[src/rtl/hit_if.sv]
// Pixel-side signals of the hit detector: collision flags in, hit/cooldown status out.
// Latency: none (signal bundle only).
// Backpressure: none; all signals are level or single-cycle pulse, no handshake.
interface hit_if;
  logic game_on;
  logic vblnk_in;
  logic player_px;
  logic obstacle_px;
  logic btn_hit;
  logic player_hit;
  logic invincible;
  logic blink;

  // Drawing pipeline side: drives video/pixel flags, consumes hit status.
  modport master (
    output game_on, vblnk_in, player_px, obstacle_px, btn_hit,
    input  player_hit, invincible, blink
  );

  // Detector side.
  modport slave (
    input  game_on, vblnk_in, player_px, obstacle_px, btn_hit,
    output player_hit, invincible, blink
  );
endinterface

[src/rtl/hit_detector.sv]
// Per-frame player/obstacle collision detector with post-hit invulnerability and blink flag.
// Latency: player_hit is registered, high the cycle after the edge that sampled the frame end.
// Backpressure: none; HP control must accept the one-cycle pulse. Macro HIT_BUTTON_EN adds a debounced test button.
module hit_detector #(
  parameter int INVUL_FRAMES    = 60,
  parameter int BLINK_FRAMES    = 4,
  parameter int DEBOUNCE_CYCLES = 650000
) (
  input  logic clk,
  input  logic rst,
  hit_if.slave hb
);

  typedef enum logic [1:0] {IDLE, ARMED, COOLDOWN} state_t;

  localparam logic [7:0] INVUL_LOAD = 8'(INVUL_FRAMES);
  localparam logic [7:0] BLINK_LOAD = 8'(BLINK_FRAMES);

  state_t     state_q, state_d;
  logic       vblnk_q;
  logic       coll_q, coll_d;
  logic [7:0] frames_q, frames_d;
  logic [7:0] blink_cnt_q, blink_cnt_d;
  logic       blink_q, blink_d;
  logic       hit_q, hit_d;
  logic       frame_end;
  logic       btn_evt;
  logic       overlap;

  // Rising edge of vertical blank marks the end of the frame.
  assign frame_end = hb.vblnk_in & ~vblnk_q;
  // Overlaps seen during blank (including the frame-end cycle) do not count.
  assign overlap   = ~hb.vblnk_in & hb.player_px & hb.obstacle_px;

`ifdef HIT_BUTTON_EN
  localparam logic [19:0] DB_LAST = 20'(DEBOUNCE_CYCLES - 1);

  logic        btn_s1_q, btn_s2_q;
  logic        btn_lvl_q;
  logic [19:0] db_cnt_q;

  // Synchronize the raw button, then accept a new level only after it has been stable long enough.
  always_ff @(posedge clk) begin
    if (rst) begin
      btn_s1_q  <= 1'b0;
      btn_s2_q  <= 1'b0;
      btn_lvl_q <= 1'b0;
      db_cnt_q  <= 20'd0;
    end else begin
      btn_s1_q <= hb.btn_hit;
      btn_s2_q <= btn_s1_q;
      if (btn_s2_q != btn_lvl_q) begin
        if (db_cnt_q == DB_LAST) begin
          btn_lvl_q <= btn_s2_q;
          db_cnt_q  <= 20'd0;
        end else begin
          db_cnt_q <= db_cnt_q + 20'd1;
        end
      end else begin
        db_cnt_q <= 20'd0;
      end
    end
  end

  // One event per accepted press: the cycle the debounced level goes 0 -> 1.
  assign btn_evt = btn_s2_q & ~btn_lvl_q & (db_cnt_q == DB_LAST);
`else
  logic unused_btn;
  assign unused_btn = hb.btn_hit;
  assign btn_evt    = 1'b0;
`endif

  // State, counters, flags and the registered hit pulse.
  always_ff @(posedge clk) begin
    if (rst) begin
      state_q     <= IDLE;
      vblnk_q     <= 1'b0;
      coll_q      <= 1'b0;
      frames_q    <= 8'd0;
      blink_cnt_q <= 8'd0;
      blink_q     <= 1'b0;
      hit_q       <= 1'b0;
    end else begin
      state_q     <= state_d;
      vblnk_q     <= hb.vblnk_in;
      coll_q      <= coll_d;
      frames_q    <= frames_d;
      blink_cnt_q <= blink_cnt_d;
      blink_q     <= blink_d;
      hit_q       <= hit_d;
    end
  end

  // Next-state logic: arm, latch a collision, fire once at frame end, then count down the cooldown.
  always_comb begin
    state_d     = state_q;
    coll_d      = coll_q;
    frames_d    = frames_q;
    blink_cnt_d = blink_cnt_q;
    blink_d     = blink_q;
    hit_d       = 1'b0;

    case (state_q)
      IDLE: begin
        coll_d      = 1'b0;
        frames_d    = 8'd0;
        blink_cnt_d = 8'd0;
        blink_d     = 1'b0;
        if (hb.game_on) state_d = ARMED;
      end

      ARMED: begin
        if (frame_end && coll_q) begin
          hit_d       = 1'b1;
          coll_d      = 1'b0;
          frames_d    = INVUL_LOAD;
          blink_cnt_d = BLINK_LOAD;
          blink_d     = 1'b1;
          state_d     = COOLDOWN;
        end else if (overlap || btn_evt) begin
          coll_d = 1'b1;
        end
      end

      COOLDOWN: begin
        coll_d = 1'b0;
        if (frame_end) begin
          frames_d    = frames_q - 8'd1;
          blink_cnt_d = blink_cnt_q - 8'd1;
          if (blink_cnt_q == 8'd1) begin
            blink_d     = ~blink_q;
            blink_cnt_d = BLINK_LOAD;
          end
          if (frames_q == 8'd1) begin
            blink_d = 1'b0;
            state_d = ARMED;
          end
        end
      end

      default: begin
        state_d = IDLE;
      end
    endcase

    // Leaving the game discards everything, including a hit due this cycle.
    if (!hb.game_on) begin
      state_d     = IDLE;
      coll_d      = 1'b0;
      frames_d    = 8'd0;
      blink_cnt_d = 8'd0;
      blink_d     = 1'b0;
      hit_d       = 1'b0;
    end
  end

  assign hb.player_hit = hit_q;
  assign hb.invincible = (state_q == COOLDOWN);
  assign hb.blink      = blink_q;

endmodule

[src/flat_wrapper.sv]
// flat-port wrapper written by rule: the top's interface ports become plain ports
module hit_detector_flat 
#(
  parameter int INVUL_FRAMES    = 60,
  parameter int BLINK_FRAMES    = 4,
  parameter int DEBOUNCE_CYCLES = 650000
)
  (clk, rst, hb_game_on, hb_vblnk_in, hb_player_px, hb_obstacle_px, hb_btn_hit, hb_player_hit, hb_invincible, hb_blink);
  hit_if hb_i ();
  input  logic clk;
  input  logic rst;
  input wire logic [$bits(hb_i.game_on)-1:0] hb_game_on;
  input wire logic [$bits(hb_i.vblnk_in)-1:0] hb_vblnk_in;
  input wire logic [$bits(hb_i.player_px)-1:0] hb_player_px;
  input wire logic [$bits(hb_i.obstacle_px)-1:0] hb_obstacle_px;
  input wire logic [$bits(hb_i.btn_hit)-1:0] hb_btn_hit;
  output wire logic [$bits(hb_i.player_hit)-1:0] hb_player_hit;
  output wire logic [$bits(hb_i.invincible)-1:0] hb_invincible;
  output wire logic [$bits(hb_i.blink)-1:0] hb_blink;
  assign hb_i.game_on = hb_game_on;
  assign hb_i.vblnk_in = hb_vblnk_in;
  assign hb_i.player_px = hb_player_px;
  assign hb_i.obstacle_px = hb_obstacle_px;
  assign hb_i.btn_hit = hb_btn_hit;
  assign hb_player_hit = hb_i.player_hit;
  assign hb_invincible = hb_i.invincible;
  assign hb_blink = hb_i.blink;
  hit_detector #(.INVUL_FRAMES(INVUL_FRAMES), .BLINK_FRAMES(BLINK_FRAMES), .DEBOUNCE_CYCLES(DEBOUNCE_CYCLES)) u_core (.clk(clk), .rst(rst), .hb(hb_i));
endmodule
[config.mk]
export PLATFORM = sky130hd
export DESIGN_NAME = hit_detector_flat
export DESIGN_NICKNAME = d
export VERILOG_FILES = /design/src/rtl/hit_if.sv /design/src/rtl/hit_detector.sv /design/src/flat_wrapper.sv
export SDC_FILE = /design/constraint.sdc
export NUM_CORES = 1
export LEC_CHECK = 0
export ABC_AREA = 1
export BUFFER_PORTS_ARGS = -buffer_cell sky130_fd_sc_hd__buf_2
export CAP_MARGIN = 20
export CORE_MARGIN = 2
export CORE_UTILIZATION = 50
export CTS_CLUSTER_DIAMETER = 80
export DETAILED_ROUTE_END_ITERATION = 7
export PLACE_DENSITY = 0.73
export SLEW_MARGIN = 25
export SYNTH_ARGS = -nofsm -noshare
export SYNTH_HDL_FRONTEND = slang
export SYNTH_SLANG_ARGS = --single-unit
[constraint.sdc]
create_clock -name clk -period 4.25 [get_ports clk]
set_clock_uncertainty 0.2 [all_clocks]
set_input_delay 0.425 -clock clk [delete_from_list [all_inputs] [get_ports clk]]
set_output_delay 0.425 -clock clk [all_outputs]
set_load 0.02 [all_outputs]
======== Yosys cells after proc, flatten, opt, wreduce, memory -nomap -nowiden ========
Cells that the tools add are included.
cells by class
  $add $sub $neg .......................... 2
  eq/ne operators ......................... 9
  muxes and demuxes ....................... 20
  bitwise gates (word level) .............. 8
  reduce and logical (&&, ||, !) cells .... 11
operators with widths
  cell                 count
  $pmux 8 s3           2
  $mux 8               5
  $eq 8x1->1 const B   2
  $sub 8x1->8 const B  2
  $mux 1               7
  $mux 2               3
  $ne 2x1->1 const B   3
  $ne 3x1->1 const B   2
  $pmux 2 s3           1
  $reduce_and 3->1     2
  $not 1->1            5
  $reduce_and 4->1     1
  $reduce_or 2->1      2
  $and 1x1->1          3
  $pmux 1 s3           1
  $reduce_bool 3->1    1
  $reduce_or 3->1      1
  $eq 2x1->1 const B   1
  $eq 2x2->1 const B   1
  $logic_not 2->1      1
  $pmux 1 s2           1
  $reduce_and 2->1     1
  $reduce_bool 2->1    1
  $logic_and 1x1->1    1
storage, ports and cells
  flip-flop bits (word level) ............. 22
  input bits .............................. 7
  output and inout port bits .............. 3

======== Logic depth before layout (Yosys ltp) ========
  depth in word-level cells ............... 6
  depth in mapped cells ................... 10
  depth with buffers taken out ............ 10

======== Least setup slack after synthesis ========
OpenSTA, ideal clock, no wires.
  path type ............................... reg2reg
  start point ............................. register u_core.state_q[0]
  end point ............................... register u_core.blink_q (netlist: u_core.hb.blink)
  setup time .............................. 0.114 ns
  arrival time ............................ 1.415 ns
  required time ........................... 3.936 ns
  setup slack ............................. 2.521 ns
  stages on the path, launching flop included .. 10
  buffers on the path ..................... 0
  cells stage by stage .................... dfxtp_1 -> inv_1 -> ha_1 -> or2_2 -> nor2_1 -> nor2_1 -> nand2_1 -> nand2_1 -> nand2_1 -> nor2_1
between the ends
  cells in the longest elaborated chain, start to end .. 3
  elaborated cells on any way between the ends .. 9
  those cells by class .................... eq/ne (5); mux (1); reduce/logical (3)
RTL lines
  element                                       line                RTL
  start: declaration                            hit_detector.sv:19  state_t state_q, state_d;
  start signal: assignment                      hit_detector.sv:84  state_q <= state_d;
  $eq 2x2->1 (*)                                --
  net hb_invincible                             flat_wrapper.sv:18  output wire logic [$bits(hb_i.invincible)-1:0] hb_invincible;
  $ne 3x1->1 (no line) (tied with other cells)  --
  $reduce_and 4->1 (no line)                    --
  end signal: assignment                        hit_detector.sv:89  blink_q <= blink_d;
  end: declaration                              hit_detector.sv:24  logic blink_q, blink_d;
The timed path passes the listed nets; every way through them passes the cells marked *.
A chain may end at the register's enable or synchronous reset.

======== Worst setup path after layout ========
  start point ............................. register u_core.state_q[0]
  end point ............................... output hb_invincible
between the ends
  cells in the longest elaborated chain, start to end .. 1
RTL lines
  element           line                 RTL
  $eq 2x2->1        hit_detector.sv:158  assign hb.invincible = (state_q == COOLDOWN);
  end: declaration  flat_wrapper.sv:18
Every way passes these cells.

==> impl_metrics.csv <==
group,metric,value,unit
run_status,status,"complete, no violations",
placed_design,dp_cells,238,
setup_path,critPathArrivalTime,1530,ps
yosys,synth_top_area_cell,"dfxtp_1",
die,start_util,53.8,%
clock_network,postCtsHoldBufs,0,
die,die-area,3170,um2
yosys,syn_nets,219,
yosys,ys_async_sr_fraction,0,%
clock_network,cts_tree,"yes",
run,cap_violations,0,
global_route,grt_max_degree,18,
detailed_routing,drt_wl_total,2.68,mm
power_and_ir_drop,peakVddDrop,0.197,mV
timing,maxSlewViolCount,0,
cells_and_area,diodes,0,
timing,fmax,464,MHz
clock_network,clock_latency,310,ps
cells_and_area,drive_above_1_share,12.3,%
timing,setup_viol,0,
global_route,antenna_found_initial,0,
clock_network,post_cts_buffers,0,
setup_path,required,3620,ps
yosys,syn_inst,203,
hold_path,min_path_cells,2,
timing,slew_headroom,67.0,%
yosys,syn_avg_cell_area,6.74,um2
hold_path,min_path_type,"input pin to register",
die,die_x,56.3,um
yosys,synthFlopType,"dfxtp_1",
setup_path,critPathCaptureType,"output pin",
clock_network,clockBufferDepth,2,
power_and_ir_drop,finalPower,0.000527,W
placed_design,gp_congestion,0.781,
power_and_ir_drop,power.density,362,nW/um2
cells_and_area,syn_to_final_growth,6.12,%
detailed_routing,num_vias,1247,
cells_and_area,fin_cells,242,
clock_network,cts.clk_slew.worst_paths,120,ps
die,die_height,56.3,um
clock_network,cts.sinks,22,
yosys,synth_edf_count,0,
yosys,ys_seq_area_share,32.2,%
timing,tns,0,ps
global_route,grtUsageTotal,18.3,%
detailed_routing,wl_per_cell,11.1,um
timing,rsz0062_at_grt,"no",
global_route,grt_pass1_vias,1181,
detailed_routing,drtIter0Drc,50,
yosys,synth.most_common_cell,"nand2_1",
global_route,gr-total-overflow,0,
clock_network,cts_root_buf,"clkbuf_4",
clock_network,cts_buffers,3,
setup_path,path_class,"register to output pin",
power_and_ir_drop,p_leak,0.698,nW
hold_path,hold_path_startpoint,"rst",
yosys,ys_seq_elements,22,
placed_design,numPortBuffers,8,
yosys,ys_top_cells_by_count,"nand2_1 (54), inv_1 (30), dfxtp_1 (22), nor2_1 (22), nand3_1 (15)",
detailed_routing,drc_errors,0,
timing,tightestPinTransition,495,ps
clock_network,ctsResizeCount,0,
yosys,yosysWarnings,0,
timing,min_period,2160,ps
cells_and_area,fin_nets,229,
setup_path,cp_max_fo,13,
detailed_routing,antenna_left,0,
setup_path,worstReg2RegEnd,"u_core.blink_cnt_q[3]$_SDFFE_PP0P_",
setup_path,rrSetupSlack,2180,ps
cells_and_area,fin_util,57.1,%
die,rows,18,
timing,post-route-period-util,50.7,%
die,core-area,2540,um2
placed_design,hpwl,2.06,mm
global_route,grt_pass1_wl,4.71,mm
setup_path,rr_startpoint,"u_core.state_q[0]$_SDFFE_PP0P_",
clock_network,htree_levels,1,
hold_path,min_to,"u_core.vblnk_q$_SDFF_PP0_",
yosys,yosysTopAreaCellShare,32.2,%
yosys,yosysUniqueCellTypes,27,
yosys,ys_top_cells_by_area,"dfxtp_1 (32%), nand2_1 (15%), ha_1 (8.2%)",
setup_path,start_kind,"register",
yosys,synth.cell_area,1370,um2
detailed_routing,via_per_inst,5.15,
detailed_routing,drt-pass1-iter-count,4,
timing,hold_viol,0,
setup_path,reg2reg_depth,8,
die,ios,10,
[power breakdown]
part	switching, W	internal (W)	leakage, nW	total (W)
sequential	0.0000107	0.000219	0.179	0.000230
combinational	0.000118	0.0000637	0.498	0.000182
clock	0.0000627	0.0000523	0.0210	0.000115
[worst max-delay path, stage by stage (launching register included)]
cell     delay [ps]
dfxtp_1         370
inv_1           120
ha_1            480
buf_2           260
[routing by layer]
layer  track usage, %  wire length, um  share of wire (%)  vias to the layer above
li1                 -                -                  -                      652
met1             21.8             1260                 47                      565
met2             32.4             1280                 48                       23
met3             2.76               83                3.1                        7
met4             7.82               53                2.0                        0
met5                0                0                  0                        -
[final cells by class]
class / instances / area, um2
inverter: 35 / 134
fill: 239 / 1090
sequential: 22 / 440
clock buffer: 4 / 36.3
tap: 30 / 37.5
timing repair buffer: 8 / 40.0
multi-input combinational: 143 / 764
[logic make-up after synthesis]
kind of cell	count (synthesis)	synth area share, %
AND/OR/NAND/NOR	106	35.0
buffers and inverters	38	12.0
AO/OA/AOI/OAI	26	11.3
flip-flops	22	32.2
adder cells (fa/ha/maj)	9	8.23
XOR/XNOR	2	1.28
[flip-flops by register name, indices dropped and copies added, names as in the netlist]
| signal | cells |
|---|---|
| u_core.coll_q | 1 |
| u_core.state_q | 2 |
| u_core.frames_q | 8 |
| u_core.hb.player_hit | 1 |
| u_core.vblnk_q | 1 |
| u_core.blink_cnt_q | 8 |
| u_core.hb.blink | 1 |
[placed cells by master, fill, tap and decap left out, types with 7 or more instances in the layout]
cell,netlist,routed
a21oi_1,13,13
nand3_1,15,15
dfxtp_1,22,22
nor2_1,22,22
inv_1,30,30
nand2_1,54,54
nor3_1,7,7
o21ai_0,8,8
buf_2,0,8
ha_1,9,9
[worst max-delay path by stage]
stage                                   startpoint                                 end  slack (ps)  cells past startpoint
floorplan           u_core.state_q[0]$_SDFFE_PP0P_        u_core.hb.blink$_SDFFE_PP0P_        2520                      9
global placement    u_core.state_q[0]$_SDFFE_PP0P_  u_core.blink_cnt_q[0]$_SDFFE_PP0P_        2240                      8
detailed placement  u_core.state_q[0]$_SDFFE_PP0P_  u_core.blink_cnt_q[3]$_SDFFE_PP0P_        2200                      8
CTS                 u_core.state_q[0]$_SDFFE_PP0P_                       hb_invincible        2100                      3
global route        u_core.state_q[0]$_SDFFE_PP0P_                       hb_invincible        2010                      3
finish              u_core.state_q[0]$_SDFFE_PP0P_                       hb_invincible        2090                      3
[stage by stage]
step	area, um2	setup WS (ps)	hold slack (ps)
2_1_floorplan	1370	2520	241
3_5_place_dp	1420	2200	258
5_1_grt	1450	2010	65.6
4_1_cts	1450	2100	67.0
3_3_place_gp	1420	2240	252
6_report	1450	2090	66.8
(Power assumes the default switching activity.)
